<file path="config.mk">
export PLATFORM = sky130hd
export DESIGN_NAME = mc_control_fsm
export DESIGN_NICKNAME = d
export VERILOG_FILES = /design/src/rtl/mips_ctrl_pkg.sv /design/src/rtl/mc_out_dec.sv /design/src/rtl/mc_control_fsm.sv
export SDC_FILE = /design/constraint.sdc
export NUM_CORES = 1
export LEC_CHECK = 0
export CORE_MARGIN = 3
export CORE_UTILIZATION = 39
export DETAILED_ROUTE_END_ITERATION = 12
export PLACE_DENSITY = 0.74
export SLEW_MARGIN = 5
export SYNTH_ARGS = -nofsm -noshare
export SYNTH_HDL_FRONTEND = slang
export SYNTH_SLANG_ARGS = --single-unit
</file>
<file path="constraint.sdc">
create_clock -name clk -period 1.6 [get_ports clk]
set_input_delay 0.4 -clock clk [delete_from_list [all_inputs] [get_ports clk]]
set_output_delay 0.4 -clock clk [all_outputs]
set_load 0.01 [all_outputs]
</file>
<file path="src/rtl/mips_ctrl_pkg.sv">
// Shared types and constants for the multicycle MIPS control FSM:
// state encoding, opcodes, ALU operation classes and the control word.
package mips_ctrl_pkg;

  typedef enum logic [3:0] {
    ST_FETCH   = 4'd0,
    ST_DECODE  = 4'd1,
    ST_MEMADR  = 4'd2,
    ST_MEMRD   = 4'd3,
    ST_MEMWB   = 4'd4,
    ST_MEMWR   = 4'd5,
    ST_EXECUTE = 4'd6,
    ST_ALUWB   = 4'd7,
    ST_BRANCH  = 4'd8,
    ST_ADDIEX  = 4'd9,
    ST_ADDIWB  = 4'd10,
    ST_JUMP    = 4'd11,
    ST_TRAP    = 4'd12
  } mc_state_t;

  localparam logic [5:0] OP_RTYPE = 6'b000000;
  localparam logic [5:0] OP_LW    = 6'b100011;
  localparam logic [5:0] OP_SW    = 6'b101011;
  localparam logic [5:0] OP_BEQ   = 6'b000100;
  localparam logic [5:0] OP_BNE   = 6'b000101;
  localparam logic [5:0] OP_ADDI  = 6'b001000;
  localparam logic [5:0] OP_J     = 6'b000010;

  localparam logic [1:0] ALUOP_ADD   = 2'b00;
  localparam logic [1:0] ALUOP_SUB   = 2'b01;
  localparam logic [1:0] ALUOP_FUNCT = 2'b10;

  // Full control word produced by the state decoder; alu_op is the narrow
  // class code and is zero-extended at the top level.
  typedef struct packed {
    logic       mem_req;
    logic       iord;
    logic       mem_write;
    logic       ir_write;
    logic       reg_dst;
    logic       mem_to_reg;
    logic       reg_write;
    logic       alu_src_a;
    logic [1:0] alu_src_b;
    logic [1:0] alu_op;
    logic [1:0] pc_src;
    logic       branch;
    logic       branch_ne;
    logic       pc_write;
    logic       trap;
  } ctrl_t;

  // States that hold for mem_ready before advancing.
  function automatic logic waits_on_memory(mc_state_t s);
    return (s == ST_FETCH) || (s == ST_MEMRD) || (s == ST_MEMWR);
  endfunction

endpackage

</file>
<file path="src/rtl/mc_out_dec.sv">
// Combinational state-to-control-word decode with mem_ready gating of the
// memory-completion strobes and the reset-time strobe squash.
module mc_out_dec
  import mips_ctrl_pkg::*;
#(
  parameter int BNE_EN = 1
) (
  input  mc_state_t  state,
  input  logic [5:0] op,
  input  logic       ready,
  input  logic       reset,
  output ctrl_t      ctrl
);

  ctrl_t word;

  always_comb begin
    word = '0;
    case (state)
      ST_FETCH: begin
        word.mem_req   = 1'b1;
        word.alu_src_b = 2'b01;
        word.alu_op    = ALUOP_ADD;
        word.ir_write  = ready;
        word.pc_write  = ready;
      end
      ST_DECODE: begin
        word.alu_src_b = 2'b11;
        word.alu_op    = ALUOP_ADD;
      end
      ST_MEMADR, ST_ADDIEX: begin
        word.alu_src_a = 1'b1;
        word.alu_src_b = 2'b10;
        word.alu_op    = ALUOP_ADD;
      end
      ST_MEMRD: begin
        word.mem_req = 1'b1;
        word.iord    = 1'b1;
      end
      ST_MEMWB: begin
        word.reg_write  = 1'b1;
        word.mem_to_reg = 1'b1;
      end
      ST_MEMWR: begin
        word.mem_req   = 1'b1;
        word.iord      = 1'b1;
        word.mem_write = ready;
      end
      ST_EXECUTE: begin
        word.alu_src_a = 1'b1;
        word.alu_src_b = 2'b00;
        word.alu_op    = ALUOP_FUNCT;
      end
      ST_ALUWB: begin
        word.reg_write = 1'b1;
        word.reg_dst   = 1'b1;
      end
      ST_BRANCH: begin
        // op is still the branch opcode here: IR is stable to instruction end.
        word.alu_src_a = 1'b1;
        word.alu_src_b = 2'b00;
        word.alu_op    = ALUOP_SUB;
        word.pc_src    = 2'b01;
        word.branch    = (op == OP_BEQ);
        word.branch_ne = (BNE_EN != 0) && (op == OP_BNE);
      end
      ST_ADDIWB: begin
        word.reg_write = 1'b1;
      end
      ST_JUMP: begin
        word.pc_src   = 2'b10;
        word.pc_write = 1'b1;
      end
      ST_TRAP: begin
        word.trap = 1'b1;
      end
      default: word = '0;
    endcase
  end

  // During reset every strobe is low and the mux selects show FETCH values.
  always_comb begin
    ctrl = word;
    if (reset) begin
      ctrl           = '0;
      ctrl.alu_src_b = 2'b01;
      ctrl.alu_op    = ALUOP_ADD;
      ctrl.trap      = word.trap;
    end
  end

endmodule

</file>
<file path="src/rtl/mc_control_fsm.sv">
// Multicycle MIPS control FSM: state register and next-state logic; the
// control word comes from mc_out_dec.
module mc_control_fsm
  import mips_ctrl_pkg::*;
#(
  parameter int ALUOP_W       = 2,
  parameter int MEM_HANDSHAKE = 1,
  parameter int BNE_EN        = 1,
  parameter int TRAP_ILLEGAL  = 1
) (
  input  logic               clk,
  input  logic               reset,
  input  logic [5:0]         op,
  input  logic               mem_ready,
  output logic               mem_req,
  output logic               iord,
  output logic               mem_write,
  output logic               ir_write,
  output logic               reg_dst,
  output logic               mem_to_reg,
  output logic               reg_write,
  output logic               alu_src_a,
  output logic [1:0]         alu_src_b,
  output logic [ALUOP_W-1:0] alu_op,
  output logic [1:0]         pc_src,
  output logic               branch,
  output logic               branch_ne,
  output logic               pc_write,
  output logic               trap
);

  mc_state_t state_reg, state_next, illegal_next;
  logic      ready;
  ctrl_t     ctrl;

  assign ready        = (MEM_HANDSHAKE != 0) ? mem_ready : 1'b1;
  assign illegal_next = (TRAP_ILLEGAL != 0) ? ST_TRAP : ST_FETCH;

  always_ff @(posedge clk) begin
    if (reset) state_reg <= ST_FETCH;
    else       state_reg <= state_next;
  end

  always_comb begin
    state_next = ST_FETCH;
    case (state_reg)
      ST_FETCH:  state_next = ready ? ST_DECODE : ST_FETCH;
      ST_DECODE: begin
        case (op)
          OP_LW, OP_SW: state_next = ST_MEMADR;
          OP_RTYPE:     state_next = ST_EXECUTE;
          OP_BEQ:       state_next = ST_BRANCH;
          OP_BNE:       state_next = (BNE_EN != 0) ? ST_BRANCH : illegal_next;
          OP_ADDI:      state_next = ST_ADDIEX;
          OP_J:         state_next = ST_JUMP;
          default:      state_next = illegal_next;
        endcase
      end
      ST_MEMADR:  state_next = (op == OP_SW) ? ST_MEMWR : ST_MEMRD;
      ST_MEMRD:   state_next = ready ? ST_MEMWB : ST_MEMRD;
      ST_MEMWB:   state_next = ST_FETCH;
      ST_MEMWR:   state_next = ready ? ST_FETCH : ST_MEMWR;
      ST_EXECUTE: state_next = ST_ALUWB;
      ST_ALUWB:   state_next = ST_FETCH;
      ST_BRANCH:  state_next = ST_FETCH;
      ST_ADDIEX:  state_next = ST_ADDIWB;
      ST_ADDIWB:  state_next = ST_FETCH;
      ST_JUMP:    state_next = ST_FETCH;
      ST_TRAP:    state_next = ST_TRAP;
      default:    state_next = ST_FETCH;
    endcase
  end

  mc_out_dec #(
    .BNE_EN(BNE_EN)
  ) u_out_dec (
    .state (state_reg),
    .op    (op),
    .ready (ready),
    .reset (reset),
    .ctrl  (ctrl)
  );

  assign mem_req    = ctrl.mem_req;
  assign iord       = ctrl.iord;
  assign mem_write  = ctrl.mem_write;
  assign ir_write   = ctrl.ir_write;
  assign reg_dst    = ctrl.reg_dst;
  assign mem_to_reg = ctrl.mem_to_reg;
  assign reg_write  = ctrl.reg_write;
  assign alu_src_a  = ctrl.alu_src_a;
  assign alu_src_b  = ctrl.alu_src_b;
  assign pc_src     = ctrl.pc_src;
  assign branch     = ctrl.branch;
  assign branch_ne  = ctrl.branch_ne;
  assign pc_write   = ctrl.pc_write;
  assign trap       = ctrl.trap;

  generate
    if (ALUOP_W > 2) begin : g_aluop_wide
      assign alu_op = {{(ALUOP_W-2){1'b0}}, ctrl.alu_op};
    end else begin : g_aluop_narrow
      assign alu_op = ctrl.alu_op[ALUOP_W-1:0];
    end
  endgenerate

endmodule

</file>
==> results of run 1 <==
## cell type report
cell class / instances / area (um2)
fillers: 76 / 172.7
inverters: 2 / 7.507
clock buffers: 3 / 22.52
repair buffers: 64 / 539.3
flip-flops and latches: 4 / 92.59
multi-input cells: 84 / 669.4
well taps: 16 / 20.02
## layout by cell type, fill, tap and decap left out, types with 2 or more instances in the layout
cell type	count
sky130_fd_sc_hd__a21oi_1	7
sky130_fd_sc_hd__clkbuf_4	3
sky130_fd_sc_hd__nand2b_1	3
sky130_fd_sc_hd__nand3b_1	2
sky130_fd_sc_hd__dlygate4sd2_1	7
sky130_fd_sc_hd__nor2b_1	4
sky130_fd_sc_hd__nor2_1	8
sky130_fd_sc_hd__nor2_4	2
sky130_fd_sc_hd__clkdlybuf4s15_2	5
sky130_fd_sc_hd__dfxtp_4	3
sky130_fd_sc_hd__nand2_1	3
sky130_fd_sc_hd__buf_6	11
sky130_fd_sc_hd__nor3_1	9
sky130_fd_sc_hd__buf_4	29
sky130_fd_sc_hd__nor3_2	5
sky130_fd_sc_hd__nor3_4	4
sky130_fd_sc_hd__or2_4	3
sky130_fd_sc_hd__o21bai_1	2
sky130_fd_sc_hd__buf_2	9
sky130_fd_sc_hd__clkdlybuf4s15_1	2
sky130_fd_sc_hd__o21ai_0	5
sky130_fd_sc_hd__nand2b_4	3
## cell usage after synthesis (2+ instances only)
cell type                  number  area, um2
sky130_fd_sc_hd__nand2b_1       6      37.54
sky130_fd_sc_hd__nand3b_1       2      15.01
sky130_fd_sc_hd__nor4_1         3      18.77
sky130_fd_sc_hd__buf_2          2      10.01
sky130_fd_sc_hd__or2_2          3      18.77
sky130_fd_sc_hd__a21oi_1        7      35.03
sky130_fd_sc_hd__o21ai_0        5      25.02
sky130_fd_sc_hd__nor3_1        17      85.08
sky130_fd_sc_hd__nand2_1        5      18.77
sky130_fd_sc_hd__dfxtp_1        4      80.08
sky130_fd_sc_hd__nor2b_1        4      25.02
sky130_fd_sc_hd__o21bai_1       2      15.01
sky130_fd_sc_hd__inv_1          2      7.510
sky130_fd_sc_hd__clkbuf_1       3      11.26
sky130_fd_sc_hd__nor2_1        11      41.29
## stage by stage
stage	hold slack, ns	std cells	utilization (%)	cell area, um2
5_1_grt	0.5817	173	88.67	1351
3_3_place_gp	0.6087	163	74.71	1139
4_1_cts	0.5879	170	81.36	1240
6_report	0.5731	173	88.67	1351
3_5_place_dp	0.6146	163	74.71	1139
2_1_floorplan	0.5785	97	-	663.1
## layer usage
metal  vias to the layer above  routed length [um]
li1                        476                   -
met1                       483                1156
met2                        54                1487
met3                         2                 190
met4                         0                  12
met5                         -                   0
## worst paths after layout
check | start | to | slack [ns] | depth (start not counted)
setup / recovery | state_reg[1] | mem_req | -0.34 | 5
hold / removal | state_reg[1] | state_reg[3] | 0.57 | 2
setup reg to reg | state_reg[1] | state_reg[2] | 0.03 | 6
hold reg to reg | state_reg[1] | state_reg[3] | 0.57 | 2
## worst reg2reg max path: stages (launching register included)
cell,delay [ns]
sky130_fd_sc_hd__dfxtp_4,0.36
sky130_fd_sc_hd__buf_4,0.15
sky130_fd_sc_hd__nand2b_1,0.18
sky130_fd_sc_hd__buf_4,0.17
sky130_fd_sc_hd__a2111oi_2,0.26
sky130_fd_sc_hd__a21bo_1,0.26
sky130_fd_sc_hd__a31oi_2,0.13
## power by group through the flow
| stage | logic [mW] | clock network (mW) | registers [mW] |
|---|---|---|---|
| 2_1_floorplan | 0.201 | 0 | 0.122 |
| 3_3_place_gp | 0.375 | 0 | 0.125 |
| 3_5_place_dp | 0.384 | 0 | 0.125 |
| 4_1_cts | 0.419 | 0.131 | 0.126 |
| 5_1_grt | 0.530 | 0.147 | 0.129 |
| 6_report | 0.502 | 0.128 | 0.129 |
## cells by family after synthesis
group           after synthesis
mux                           1
buf+inv                       9
compound gates               23
xor+xnor                      2
flops                         4
simple gates                 58
## timing repair
| item | 4_1_cts | 5_1_grt |
|---|---|---|
| setup buffers | 4 | 3 |
| endpoints found under the setup margin | 19 | 20 |
| gates resized for setup | 100 | 19 |
| pin swaps | 10 | 6 |
| cloned | 0 | 0 |
==> summary.md, run 1 <==
The flow ran to the end, but the final reports show violations. The final reports fail on negative setup slack. Post-synthesis instance total: 97.

In this run the worst hold path is classified as reg2reg. For this run, global-route usage on met3 was measured as 5.859%. Counting both buffers and inverters, the worst setup path holds a total of 2.

The arrival time at the worst endpoint was 1.54 ns; the final routed wire length divided by cell count was 16.45 um. The via count of the routed design is 1015, and the pin slew with the least headroom to its limit is 0.3994 ns. The tools report the number of endpoints with negative hold slack in the final report as 0. Sequential cells were found to cover 12.50% of the synthesized design area. 0 antenna diodes ended up in the layout. Combinational logic is responsible for 66.2% of the overall power.

The clock latency of the later-clocked register in the worst-skew pair was 0.24 ns; the peak per-stage delay on the critical path was 0.37 ns. After synthesis the netlist holds a flip-flop and latch count of 4. The register with the most flip-flops in the layout has 4 of them.

The count of hold-fix buffers inserted at cts is 0. The logs give 902 for the via count of the first global-routing pass and 2165 um2 for the area of the die. The proportion of synthesized flip-flops having asynchronous set or reset was 0%. When the netlist entered floorplanning its net count stood at 106. Clock tree synthesis selected as its root buffer the cell sky130_fd_sc_hd__clkbuf_4. Portion of the clock cycle consumed by the worst path in the final layout: 121.2%. The final-report setup violation count was 18; the static power due to leakage was 0.5712 nW. Net switching is 39.78% of the power. Port buffering added 26 buffers.

The die is 46.53 um tall. Timing would allow up to 0.5156 GHz. The post-synth design cell area is 640.6 um2, and the post-synthesis to final-layout area growth is 110.9%. The netlist uses 36 different library cells.

The area fraction in compound gates after synthesis is 25.78%, and the number of buffers created by CTS is 3. In this run the power spent charging and discharging nets is 0.3017 mW. The share of layout cells above drive strength 1 was 59.87%. Of the post-synthesis cell area, the part taken by muxes is 1.758%.

The tools report the number of antenna violations at the first check in global routing as 0. Dividing total power by cell area gives a power density of 561.2 nW/um2. In the routed design, unresolved DRC markers number 0.

Summed over all nets, the half-perimeter wirelength after detailed placement is 1.791 mm. The tools report the max-slew violation total from the final report as 0. Clock skew on the completed layout was measured at 0.001971 ns. TritonCTS built the clock tree.

The total overflow left after global routing is 0. Sequential share of power: 16.9%. In the global route stage, met1 resource usage came out at 30.52%.

The run gives 48.63% as the met2 track demand over resource. Number of flops mapped to enable cells by yosys: 0. The kind of end point of the critical path is a primary output. The final worst-path setup slack is -0.3396 ns, and the mean post-synth cell area is 6.604 um2. The maximum resistive drop on vdd came out at 621.5 uV. STA classifies the critical path startpoint as a register. In this run the count of I/O pins placed on the die edge is 27.

Yosys printed 0 warnings. The tool flagged a number of max-cap violations equal to 0. The overall power is 0.7584 mW. Global routing used 25.67% of the available tracks. Number of sinks driven by the clock tree: 4. The xor/xnor cell area share of the yosys netlist is 2.734%. The dominant combinational cell family by area after synthesis is simple AND/OR/NAND/NOR gates. The initial cell density of the core came out at 42.04%. Highest-delay cell along the critical path: sky130_fd_sc_hd__dfxtp_4.

For the pin count of the biggest net entering global routing, the log shows 11. After layout, the minimum clock period comes to 1.940 ns. Setup repair after global routing could not meet its margin everywhere.

The global routing stage identified its most utilized layer as met2. The maximum level of the CTS H-tree is 1. Summing the areas of all and, or, nand and nor instances in the mapped netlist gives 50.20% of the synthesized area. The run gives 168 as the total number of nets in the final design.

The post-place setup slack was -0.9209 ns; the final weighted congestion of routability-driven global placement was 0.8605. After clock tree synthesis, the clock-pin slew on the worst setup and hold paths is 0.04 ns. The critical path goes through buf_6 -> xor2_2 -> a21oi_1 -> nor3_1 -> clkdlybuf4s15_2. Counting along the longest clock path gives a buffer depth of 2. The worst setup path category is reg2out. The category of cells accounting for the largest share of critical-path delay is buffers and inverters. In this run the tightest slew margin relative to its limit is 73.00%. STA puts the critical path data required time at 1.20 ns.

Setup total negative slack on the finished layout was measured at -2.932 ns. Row generation in the floorplan step produced 14 rows. Of the total synthesized cell area, the portion taken by full adders, half adders and majority gates is 0%. The region available for standard cell placement spans 1524 um2.

Internal power comes to 0.4567 mW. The critical-path maximum fanout was 8. Among all flip-flop cells after synthesis, the most frequent one is sky130_fd_sc_hd__dfxtp_1.

Before antenna repair, the detailed router went through 4 iterations. The first-pass GRT wire length came out at 4.022 mm. The logs give 38 for the detailed router's first-iteration violation count and 0 for the residual antenna-violating net count after detailed routing.

The clock network accounts for 16.9% of the total power. The width of the chip was 46.53 um. After detailed routing, the total wire length is 2.846 mm. The mean number of vias per cell is 5.867.
No activity file was read; power rests on OpenSTA's default activity.
==> run 2, diff against run 1 <==
--- a/config.mk
+++ b/config.mk
@@ -7,7 +7,9 @@
 export LEC_CHECK = 0
 export CORE_MARGIN = 3
 export CORE_UTILIZATION = 39
+export CTS_CLUSTER_DIAMETER = 40
 export DETAILED_ROUTE_END_ITERATION = 12
+export GPL_TIMING_DRIVEN = 0
 export PLACE_DENSITY = 0.74
 export SLEW_MARGIN = 5
 export SYNTH_ARGS = -nofsm -noshare
==> run 2 against run 1 <==
The flow still finishes with violations (negative setup slack). First-iteration DRC count is 21% lower. Global-route usage fell by 3.4 points. Total power decreased by 5.3%. Via count is 7.7% lower. Final cell count shrank 10%. Combinational power shrank 10%. Non-clock buffer count fell by 18. Sequential share of layout area rose by 1.1 points. Clock power barely moved. Clock skew grew 0.0082 ns. Setup slack better by 0.056 ns.
==> summary.md, run 2 (synthesized netlist as in run 1, its figures left out) <==
The run finished, with violations left. The checks that failed: negative setup slack. The run gives 0 (unchanged) as the number of antenna diodes. The library cell used most frequently in the layout, excluding fill and tap cells, is sky130_fd_sc_hd__buf_2. The tools report the arrival time at the worst endpoint as 1.48 ns (-0.06 ns).

The worst setup path category is reg2out. The met2 routed wirelength came out at 1.328 mm (-11%). For the remaining global-route overflow, the log shows 0 (unchanged). The mean number of vias per cell came out at 6.045 (+3.0%). The detailed-routing wirelength on met1 came out at 998 um (-14%). The initial cell density of the core came out at 42.04% (unchanged).

Total area of sequential cells: 95.09 um2 (+2.7%). The pin count of the biggest net entering global routing is 11 (unchanged), and the post-synthesis to final-layout area growth is 87.11%. The worst hold path terminates at state_reg[1]. The filler cell count in the final layout was 112 (+47%).

The detailed-router iteration count before antenna repair is 4 (unchanged). The tools report the site row count as 14 (unchanged). The portion of the clock cycle consumed by the worst path in the final layout is 117.7% (-3.5 points), and the filler-free cell count of the finished design is 155 (-10%).

Final routed wirelength across all metal layers: 2.584 mm (-9.2%). The highest-delay cell along the critical path is sky130_fd_sc_hd__dfxtp_4. The tools report the highest achievable clock rate as 0.5309 GHz (+3.0%). The width of the chip works out to 46.53 um (unchanged). The highest routing layer actually used was met4. Core footprint: 1524 um2 (unchanged). The tools report the clock latency of the later-clocked register in the worst-skew pair as 0.25 ns (about the same). The run gives 220 um (+16%) as the detailed route wirelength on metal3. The number of buffers created by CTS came out at 3 (unchanged). The shortest period the worst path allows was 1.884 ns (-0.05589 ns); the hold-critical path depth was 3 (+1). The count of hold-fix buffers inserted at cts was 0 (unchanged). The signal on the critical path passes through inv_1 -> mux2_4 -> o22a_1 -> nor2_2 -> buf_2. The placed instance count was 139 (-15%); the via count of the first global-routing pass was 740 (-18%). The area occupied by multi-input gates was 663.1 um2 (-0.93%); the reg-to-reg setup timing slack was 0.19 ns (+0.16 ns). The final weighted congestion of routability-driven global placement is 0.8103 (-5.8%). The worst slew slack as a fraction of its limit is 76.58% (+3.6 points). The quantity of I/O buffers inserted on ports was 26 (unchanged). The logs give -0.2837 ns (+0.05589 ns) for the final worst-path setup slack and 1.20 ns (about the same) for the critical path required time. TritonCTS built the clock tree. The maximum level of the CTS H-tree came out at 1 (unchanged).

In this run the most critical hold path is launched from reset. The kind of end point of the critical path was a primary output. The share of layout cells above drive strength 1 was 56.12% (-3.8 points). The first-pass GRT wire length is 3.539 mm (-12%). The I/O pin total is 27 (unchanged), and the DRC violation count after routing is 0 (unchanged).

The total number of nets in the final design is 150 (-11%), and the setup total negative slack is -2.837 ns (+0.09443 ns). Area of the die: 2165 um2 (unchanged). The utilization after layout is 78.65% (-10 points). The max-slew violation total from the final report is 0 (unchanged), and the number of flip-flops under the largest register name is 4 (unchanged).

The worst hold margin was 0.6563 ns (+0.08327 ns); the clock transition at the register clock pins on the worst setup and hold paths after CTS was 0.04 ns (about the same). The number of cell instances on the worst register-to-register path works out to 5 (-1). In the layout the commonest cells are sky130_fd_sc_hd__buf_2 (15), sky130_fd_sc_hd__buf_4 (12), sky130_fd_sc_hd__nor2_1 (8), sky130_fd_sc_hd__nor3_2 (8), sky130_fd_sc_hd__dlygate4sd2_1 (8). The half-perimeter wire length after placement is 1.470 mm (-18%). For the detailed router's first-iteration violation count, the log shows 30 (-21%). The final routed wire length divided by cell count was 16.67 um (+1.3%). The logs give 2 (unchanged) for the number of buffers between clock root and the deepest sink and 0.4925 nW (-14%) for the static power due to leakage.

The maximum resistive drop on vdd was 623.8 uV (+0.38%). The startpoint identified for the worst register-to-register timing path is state_reg[1]. The number of sinks driven by the clock tree was 4 (unchanged).

Worst min-delay path class: in2reg. The logs give 0.01016 ns (+0.008187 ns) for the final clock skew and 0 (unchanged) for the residual antenna-violating net count after detailed routing. The critical-path maximum fanout was 6 (-2); the vertical extent of the die was 46.53 um (unchanged). The peak per-stage delay on the critical path is 0.36 ns (about the same), and the power per unit of standard cell area is 599.2 nW/um2 (+6.8%). The total of max-cap violations was 0 (unchanged). The capture point of the worst reg-to-reg path is state_reg[2]. The pin slew with the least headroom to its limit works out to 0.3464 ns (-0.05305 ns). The final-report setup violation count was 14 (-4).

STA classifies the critical path startpoint as a register. The via count of the routed design is 937 (-7.7%), and the number of antenna violations at the first check in global routing is 0 (unchanged). Setup repair after global routing could not meet its margin everywhere.

The tools report the number of endpoints with negative hold slack in the final report as 0 (unchanged). The tools report the global routing usage summed across all routing layers as 22.32% (-3.4 points). Clock tree synthesis selected as its root buffer the cell sky130_fd_sc_hd__clkbuf_4.
[run 2: cell count changes in the layout (fill, tap and decap cells not counted), moves of 2 or more]
cell	delta
sky130_fd_sc_hd__buf_6	-6
sky130_fd_sc_hd__nor3_2	+3
sky130_fd_sc_hd__clkdlybuf4s15_2	-5
sky130_fd_sc_hd__a21oi_2	+2
sky130_fd_sc_hd__buf_2	+6
sky130_fd_sc_hd__a21oi_1	-2
sky130_fd_sc_hd__buf_4	-17
sky130_fd_sc_hd__nor3_1	-2
[run 2: cell type report]
type / count / share of cell area (%)
clock buffers: 3 / 1.879
repair buffers: 41 / 26.20
multi-input cells: 84 / 55.32
plain buffers: 5 / 6.367
well taps: 16 / 1.670
inverters: 2 / 0.6263
flip-flops and latches: 4 / 7.933
[run 2: worst max-delay path: cells and delay by family, from the launching register on]
kind                   cells  cell delay [ns]
AO/OA/AOI/OAI              1             0.19
buffers and inverters      2             0.28
flip-flops                 1             0.36
multiplexers               1             0.32
AND/OR/NAND/NOR            1             0.07
[run 2: metal layers]
| metal | vias to the layer above | global-route usage (%) |
|---|---|---|
| li1 | 438 | - |
| met2 | 57 | 37.36 |
| met3 | 4 | 5.078 |
| met4 | 0 | 3.977 |
| met5 | - | 0 |
| met1 | 438 | 29.06 |
[run 2: what timing repair did]
| item | 4_1_cts | 5_1_grt |
|---|---|---|
| setup endpoints to repair | 19 | 18 |
| buffers inserted | 5 | 10 |
| gates resized for setup | 108 | 26 |
| pin swaps | 8 | 14 |
[run 2: where the power goes]
part / total (mW) / internal [mW] / switching, mW
Clock: 0.131 / 0.0842 / 0.0471
Combinational: 0.452 / 0.235 / 0.217
Sequential: 0.134 / 0.112 / 0.0225
Total: 0.718 / 0.431 / 0.287
[run 2: through the flow]
stage / setup WS (ns) / cell area (um2) / total power, mW
after floorplan: -0.06163 / 663.1 / 0.3238
after global routing: -0.3676 / 1199 / 0.7576
after detailed placement: -1.019 / 943.4 / 0.4406
final: -0.2837 / 1199 / 0.7182
after global placement: -1.043 / 943.4 / 0.4370
after CTS: -0.3244 / 1064 / 0.6336
[run 2: worst max path at each step]
stage | from | to | cells past startpoint
final | state_reg[1] | reg_write | 5
after CTS | state_reg[2] | branch_ne | 7
after detailed placement | op[2] | branch_ne | 6
after floorplan | state_reg[1] | branch_ne | 5
after global placement | op[2] | branch_ne | 6
after global routing | state_reg[1] | branch_ne | 5
